### src/rtl/mem_bridge.sv
// mem_bridge: bridge between the CPU global memory port and a single-port
// synchronous 32-bit word RAM. It takes one-shot read/write requests and
// performs word, halfword and byte accesses. Sub-word stores use
// read-modify-write. Load data is extended and returned on dataIn, with a
// one-cycle ready pulse.
//
// Parameters:
//   ADDR_W  RAM word-address width
//   RD_LAT  RAM read latency (1..4), from the ram_en cycle to valid ram_rdata
// Ports:
//   clk, rst (async, active-low)
//   Gmem_R/Gmem_W, GmemAddr, dataOut, MEM_C, MEM_S  - CPU request
//   dataIn, ready, err                              - CPU response
//   ram_en, ram_we, ram_addr, ram_wdata, ram_rdata  - RAM port
// Optional feature: define MEM_BRIDGE_ALIGN_CHECK_EN to reject misaligned
// word/halfword accesses with an err pulse and no RAM access.
module mem_bridge #(
    parameter int ADDR_W = 11,
    parameter int RD_LAT = 1
) (
    input  logic              clk,
    input  logic              rst,
    input  logic              Gmem_R,
    input  logic              Gmem_W,
    input  logic [31:0]       GmemAddr,
    input  logic [31:0]       dataOut,
    input  logic [1:0]        MEM_C,
    input  logic              MEM_S,
    output logic [31:0]       dataIn,
    output logic              ready,
    output logic              err,
    output logic              ram_en,
    output logic              ram_we,
    output logic [ADDR_W-1:0] ram_addr,
    output logic [31:0]       ram_wdata,
    input  logic [31:0]       ram_rdata
);

    localparam int CNT_W = $clog2(RD_LAT + 1);
    localparam logic [CNT_W-1:0] CNT_MAX = CNT_W'(RD_LAT);

    typedef enum logic [1:0] {IDLE, RD_WAIT, WR, DONE} state_t;

    state_t            state, state_d;
    logic [CNT_W-1:0]  cnt, cnt_d;
    logic              is_wr, is_wr_d;
    logic [1:0]        size_q, size_d;   // 00 word, 01 half, 10 byte
    logic              sgn_q, sgn_d;
    logic [1:0]        lane_q, lane_d;   // byte offset of the target lane
    logic [31:0]       sdata_q, sdata_d;
    logic [ADDR_W-1:0] addr_d;
    logic [31:0]       wdata_d, din_d;
    logic              rdy_d, en_d, we_d;
    logic              req, mis;
    logic [1:0]        req_size;

    // Address bits above the RAM range are ignored.
    logic unused_addr_hi;
    assign unused_addr_hi = ^GmemAddr[31:ADDR_W+2];

    assign req      = Gmem_R | Gmem_W;
    assign req_size = (MEM_C == 2'b11) ? 2'b00 : MEM_C;

`ifdef MEM_BRIDGE_ALIGN_CHECK_EN
    assign mis = ((req_size == 2'b00) && (GmemAddr[1:0] != 2'b00)) ||
                 ((req_size == 2'b01) && GmemAddr[0]);

    always_ff @(posedge clk or negedge rst) begin
        if (!rst) err <= 1'b0;
        else      err <= (state == IDLE) && req && mis;
    end
`else
    assign mis = 1'b0;
    assign err = 1'b0;
`endif

    // Pick the target lane out of the RAM word and extend it.
    function automatic logic [31:0] extract(input logic [31:0] w, input logic [1:0] sz,
                                            input logic [1:0] ln, input logic sg);
        logic [31:0] sh;
        sh = w >> {ln, 3'b000};
        case (sz)
            2'b01:   extract = {{16{sg & sh[15]}}, sh[15:0]};
            2'b10:   extract = {{24{sg & sh[7]}}, sh[7:0]};
            default: extract = w;
        endcase
    endfunction

    // Replace only the target lane of the RAM word with the store data.
    function automatic logic [31:0] merge(input logic [31:0] w, input logic [31:0] d,
                                          input logic [1:0] sz, input logic [1:0] ln);
        logic [31:0] m;
        m = ((sz == 2'b01) ? 32'h0000_FFFF : 32'h0000_00FF) << {ln, 3'b000};
        merge = (w & ~m) | ((d << {ln, 3'b000}) & m);
    endfunction

    always_comb begin
        state_d = state;
        cnt_d   = cnt;
        is_wr_d = is_wr;
        size_d  = size_q;
        sgn_d   = sgn_q;
        lane_d  = lane_q;
        sdata_d = sdata_q;
        addr_d  = ram_addr;
        wdata_d = ram_wdata;
        din_d   = dataIn;
        rdy_d   = 1'b0;
        en_d    = 1'b0;
        we_d    = 1'b0;
        case (state)
            IDLE: if (req) begin
                is_wr_d = Gmem_W;            // write wins when both are high
                size_d  = req_size;
                sgn_d   = MEM_S;
                sdata_d = dataOut;
                // Misaligned low bits are dropped so word/half lanes stay aligned.
                case (req_size)
                    2'b01:   lane_d = {GmemAddr[1], 1'b0};
                    2'b10:   lane_d = GmemAddr[1:0];
                    default: lane_d = 2'b00;
                endcase
                if (mis) begin
                    state_d = DONE;
                    rdy_d   = 1'b1;
                end else if (Gmem_W && (req_size == 2'b00)) begin
                    state_d = WR;
                    addr_d  = GmemAddr[ADDR_W+1:2];
                    en_d    = 1'b1;
                    we_d    = 1'b1;
                    wdata_d = dataOut;
                end else begin
                    // Loads and sub-word stores both start with a RAM read.
                    state_d = RD_WAIT;
                    cnt_d   = '0;
                    addr_d  = GmemAddr[ADDR_W+1:2];
                    en_d    = 1'b1;
                end
            end
            RD_WAIT: begin
                if (cnt == CNT_MAX) begin
                    if (is_wr) begin
                        state_d = WR;
                        en_d    = 1'b1;
                        we_d    = 1'b1;
                        wdata_d = merge(ram_rdata, sdata_q, size_q, lane_q);
                    end else begin
                        state_d = DONE;
                        rdy_d   = 1'b1;
                        din_d   = extract(ram_rdata, size_q, lane_q, sgn_q);
                    end
                end else begin
                    cnt_d = cnt + 1'b1;
                end
            end
            WR: begin
                state_d = DONE;
                rdy_d   = 1'b1;
            end
            DONE:    state_d = IDLE;
            default: state_d = IDLE;
        endcase
    end

    always_ff @(posedge clk or negedge rst) begin
        if (!rst) begin
            state     <= IDLE;
            cnt       <= '0;
            is_wr     <= 1'b0;
            size_q    <= 2'b00;
            sgn_q     <= 1'b0;
            lane_q    <= 2'b00;
            sdata_q   <= '0;
            ram_addr  <= '0;
            ram_wdata <= '0;
            dataIn    <= '0;
            ready     <= 1'b0;
            ram_en    <= 1'b0;
            ram_we    <= 1'b0;
        end else begin
            state     <= state_d;
            cnt       <= cnt_d;
            is_wr     <= is_wr_d;
            size_q    <= size_d;
            sgn_q     <= sgn_d;
            lane_q    <= lane_d;
            sdata_q   <= sdata_d;
            ram_addr  <= addr_d;
            ram_wdata <= wdata_d;
            dataIn    <= din_d;
            ready     <= rdy_d;
            ram_en    <= en_d;
            ram_we    <= we_d;
        end
    end

endmodule

### config.mk
export PLATFORM = sky130hd
export DESIGN_NAME = mem_bridge
export DESIGN_NICKNAME = d
export VERILOG_FILES = /design/src/rtl/mem_bridge.sv
export SDC_FILE = /design/constraint.sdc
export NUM_CORES = 1
export LEC_CHECK = 0
export ABC_AREA = 1
export CAP_MARGIN = 0
export CORE_MARGIN = 3
export CORE_UTILIZATION = 30
export DETAILED_ROUTE_END_ITERATION = 8
export GPL_ROUTABILITY_DRIVEN = 1
export PLACE_DENSITY_LB_ADDON = 0.05
export SKIP_LAST_GASP = 1
export SYNTH_ARGS = -nofsm -noshare
export SYNTH_HDL_FRONTEND = slang
export SYNTH_SLANG_ARGS = --single-unit
### constraint.sdc
create_clock -name clk -period 2.7 [get_ports clk]
set_clock_uncertainty 0.15 [all_clocks]
set_input_delay 0.81 -clock clk [delete_from_list [all_inputs] [get_ports clk]]
set_output_delay 0.81 -clock clk [all_outputs]
set_load 0.01 [all_outputs]
# After elaboration in Yosys (flattened, before gate mapping)
# Index checks and enable logic that the tools add are counted.
totals:
  register_bits: 119
  in_bits: 103
  output_inout_bits: 79
  elab_cells: 75
op_classes:
  addsub: 1
  eq_ne: 13
  shift: 3
  n_mux: 28
  bitwise: 8
  n_reduce_logical: 9
op_table:
  columns: ["op", "count"]
  rows:
  - ["$mux 32", 4]
  - ["$pmux 32 s2", 2]
  - ["$and 32x32->32", 2]
  - ["$not 32->32", 1]
  - ["$or 32x32->32", 1]
  - ["$shl 16x5->32", 1]
  - ["$shl 32x5->32", 1]
  - ["$shr 32x5->16", 1]
  - ["$mux 16", 1]
  - ["$mux 1", 11]
  - ["$eq 2x2->1 const B", 5]
  - ["$ne 2x2->1 const B", 5]
  - ["$mux 2", 4]
  - ["$pmux 1 s2", 4]
  - ["$pmux 2 s4", 1]
  - ["$eq 2x1->1 const B", 3]
  - ["$reduce_and 3->1", 2]
  - ["$reduce_and 5->1", 1]
  - ["$logic_not 2->1", 2]
  - ["$pmux 2 s2", 1]
  - ["$reduce_and 2->1", 2]
  - ["$and 1x1->1", 2]
  - ["$reduce_bool 2->1", 1]
  - ["$add 1x1->1 const B", 1]
  - ["3 further kinds", 3]

# Longest topological paths before layout
logic_depth:
  ltp_word: 9
  depth_mapped: 12

# Least setup slack after synthesis
# Ideal clock, no wire load.
synth_timing:
  kind: "input-to-reg"
  startpoint: "input port MEM_C[0]"
  endpoint: "register ram_wdata[21]"
  setup_time_ns: 0.121
  t_arrival_ns: 1.965
  setup_slack_ns: 0.464
  cell_stages: 12
  cell_sequence: "inv_1 -> ha_1 -> nand2_1 -> inv_1 -> nand2_1 -> nand2_1 -> nand3_1 -> buf_2 -> buf_2 -> nand2_1 -> inv_1 -> a21oi_1"
synth_via:
  elab_chain_cells: 6
synth_lines:
  columns: ["item", "line", "source"]
  rows:
  - ["start, declared", "27", "input logic [1:0] MEM_C,"]
  - ["$eq 2x2->1", "62", "assign req_size = (MEM_C == 2'b11) ? 2'b00 : MEM_C;"]
  - ["$mux 2 (*)", "62", null]
  - ["$logic_not 2->1 (*)", "126", "end else if (Gmem_W && (req_size == 2'b00)) begin"]
  - ["$logic_and 1x1->1 (*)", "126", null]
  - ["$ne 2x2->1 (no line) (*)", null, null]
  - ["$reduce_and 5->1 (no line) (*)", null, null]
  - ["end signal, assigned", "189", "ram_wdata <= wdata_d;"]
  - ["end, declared", "35", "output logic [31:0] ram_wdata,"]
# Mark *: on every way between the ends. The rest lies on a longest branch, timed or not.
# A chain may end at the register's enable or synchronous reset.

# Worst setup path in the final report
layout_timing:
  startpoint: "input port MEM_C[0]"
  endpoint: "register ram_wdata[29]"
# The elaborated chain is that of the path after synthesis.

==> summary.md <==
| Metric | Value |
|---|---|
| Area delta synth->final | `37.0%` |
| Clock Root Buffer | `clkbuf_16` |
| Largest net degree at the start of global routing | `49` |
| Top-area cell type share of the netlist area | `45.1%` |
| Max IR drop VDD | `407 uV` |
| First-pass GRT wire length | `32,700 microns` |
| Vias/cell | `4.55` |
| Die area | `22,300 sq um` |
| Initial Util | `31.1%` |
| Yosys cell types | `31` |
| Worst reg2reg path depth | `9` |
| Worst min path class | `input port to async pin` |
| Critical path capture point type | `flop` |
| Clk buf depth | `2` |
| Die Span Y | `149 microns` |
| Multi-input logic area | `2790 sq um` |
| Period utilization | `89.4%` |
| Total Power | `10.1 mW` |
| Syn Std Cell Area | `6160 sq um` |
| Tmin final | `2.41 ns` |
| Crit path launch type | `input port` |
| RSZ-0062 raised after global routing | `no` |
| Clk slew on worst S/H paths | `0.08 ns` |
| Syn nets | `966` |
| Leak Pwr | `4.06 nW` |
| Post-route antenna net violation count | `0` |
| Vias post-DR | `5,777` |
| Post-synth top flop | `dfrtp_1` |
| Max H-tree Level | `3` |
| # setup viols final | `0` |
| Asr flop ratio synth | `100%` |
| Slew Limit Fails | `0` |
| Synthesized instance count | `852` |
| Global Route Usage Sum | `19.0%` |
| Seq pwr share | `30.0%` |
| Final number of hold-violating endpoints | `0` |
| Register area | `2780 sq um` |
| Vias in the first global route | `5,713` |
| Worst skew pair latency | `0.36 ns` |
| Pre-CTS WS | `-0.103 ns` |
| Die X | `149 microns` |
| Initial DRC count | `353` |
| 1st-pass router iterations | `4` |
| Worst Hold Slack | `0.215 ns` |
| Int Power | `5.60 mW` |
| I/O pin count | `182` |
| Cts repair resizes | `0` |
| # rows | `51` |
| Mean Syn Cell Area | `7.23 sq um` |
| Diodes inserted | `0` |
| Grt total ovfl | `0` |
| Post-CTS Repair Setup Buffers | `0` |
| PwrDens | `1190 nW/um^2` |
| CTS Hold Bufs | `0` |
| Worst slew pin tran | `0.637 ns` |
| Crit-path max FO | `48` |
| # DRC | `0` |
| Yosys reg bits | `111` |
| Switch share | `44.4%` |
| RD Place Congestion | `0.837` |
| Hpwl dp | `15,500 microns` |
| Cell taking the most area after synthesis | `dfrtp_1` |
| YS warnings | `0` |
| R2r endpoint | `ram_wdata[29]` |
| Logic pwr share | `56.9%` |
| Final Cell Area | `8440 sq um` |
| CTS tree | `yes` |
| Nets | `1,114` |
| Register area share after synthesis | `45.1%` |
| Dominant cells by area after synthesis | `dfrtp_1 (45%), nand2_1 (18%), inv_1 (5.7%), a21oi_1 (5.6%), o21ai_0 (3.1%)` |
| Switching power total | `4.47 mW` |
| Outcome | `complete, no violations` |
| PortBufs | `161` |
| Initial antenna violation count | `0` |
| Total routed wirelength | `20,800 microns` |
| Crit path kind | `input port to flop` |
| Core footprint | `19,800 sq um` |
| CP Data Required Time | `2.79 ns` |
| Layout cells sized above 1 | `7.46%` |
| EDFF count, synth | `0` |
| Worst path arrival time | `2.50 ns` |
| Filler cells | `2,078` |
| Final WS setup | `0.287 ns` |
| Slew headroom | `57.5%` |
| CTS sink count | `111` |
| Achievable Freq | `0.414 GHz` |
| Reg-to-reg setup timing slack | `0.56 ns` |
| R2r startpoint | `state[1]` |
| CTS Buf Count | `9` |
| Max cap viols | `0` |
| Synth cell count leaders | `nand2_1 (296), dfrtp_1 (111), inv_1 (93), a21oi_1 (69), nor2_1 (41)` |
| Area after DPL | `8150 sq um` |
| Count leader, synth | `nand2_1` |
| Avg WL per Cell | `16.4 microns` |
| Clk pwr share | `13.1%` |
## layout by cell type, fill, tap and decap left out, types with 18 or more instances in the layout
master,instances
o211ai_1,19
dfrtp_1,111
a21oi_1,69
a21boi_1,18
nand2_1,295
nand3_1,33
buf_4,21
inv_1,93
nor2_1,40
o21ai_1,20
clkdlybuf4s50_1,160
o21ai_0,38
## through the flow
stage          std cells  setup TNS [ns]  utilization [%]
6_report            1270               0             42.6
4_1_cts             1270               0             42.6
3_3_place_gp        1254           -2.52             41.2
2_1_floorplan        852               0                -
3_5_place_dp        1254           -1.98             41.2
5_1_grt             1270               0             42.6
## registers in the layout, indices dropped and copies added (netlist names)
signal,cells
cnt,1
dataIn,32
is_wr,1
lane_q,2
ram_addr,11
ram_en,1
ram_wdata,32
ram_we,1
ready,1
sdata_q,24
sgn_q,1
size_q,2
state,2
## layout make-up
class | count | share of cell area (%)
Clock buffer | 9 | 2.67
Clock inverter | 7 | 0.667
Inverter | 101 | 4.49
Multi-Input combinational cell | 590 | 33.0
Sequential cell | 111 | 32.9
Tap cell | 265 | 3.93
Timing Repair Buffer | 187 | 22.3
## critical path: stages
cell             delay (ns)
clkdlybuf4s50_1        0.48
inv_1                  0.06
ha_1                   0.32
nand2_1                0.06
inv_1                  0.07
nand2_1                0.07
nand2_1                0.08
nand3_2                0.10
buf_12                 0.19
a21oi_1                0.17
a21boi_1               0.08
## metal layers
metal,global-route usage [%],share of wire (%),vias up
met2,27.8,43,175
met5,0,0,-
li1,-,-,2986
met1,27.8,49,2587
met3,3.74,5.6,29
met4,6.68,2.5,0
## power by group through the flow
stage               logic [mW]  clock network [mW]  registers (mW)
floorplan                 3.20                   0            3.18
global placement          5.76                   0            3.04
detailed placement        5.77                   0            3.03
CTS                       5.80                1.36            3.02
global route              6.45                1.43            3.12
finish                    5.73                1.32            3.02
## cell families (layout without fill, tap and decap cells)
logic type	after synthesis	after routing	synth area share, %
AO/OA/AOI/OAI	179	179	16.6
adder cells (fa/ha/maj)	11	11	2.23
buffers and inverters	151	304	9.81
flip-flops	111	111	45.1
other	1	1	0.0609
AND/OR/NAND/NOR	399	399	26.1
## worst max path at each step
stage / startpoint / to / depth (start not counted)
floorplan: MEM_C[0] / ram_wdata[21] / 12
global placement: MEM_C[0] / ram_wdata[8] / 11
detailed placement: MEM_C[0] / ram_wdata[29] / 11
CTS: MEM_C[0] / ram_wdata[29] / 11
global route: MEM_C[0] / ram_wdata[0] / 12
finish: MEM_C[0] / ram_wdata[29] / 11
Power figures use the tool's default switching activity.
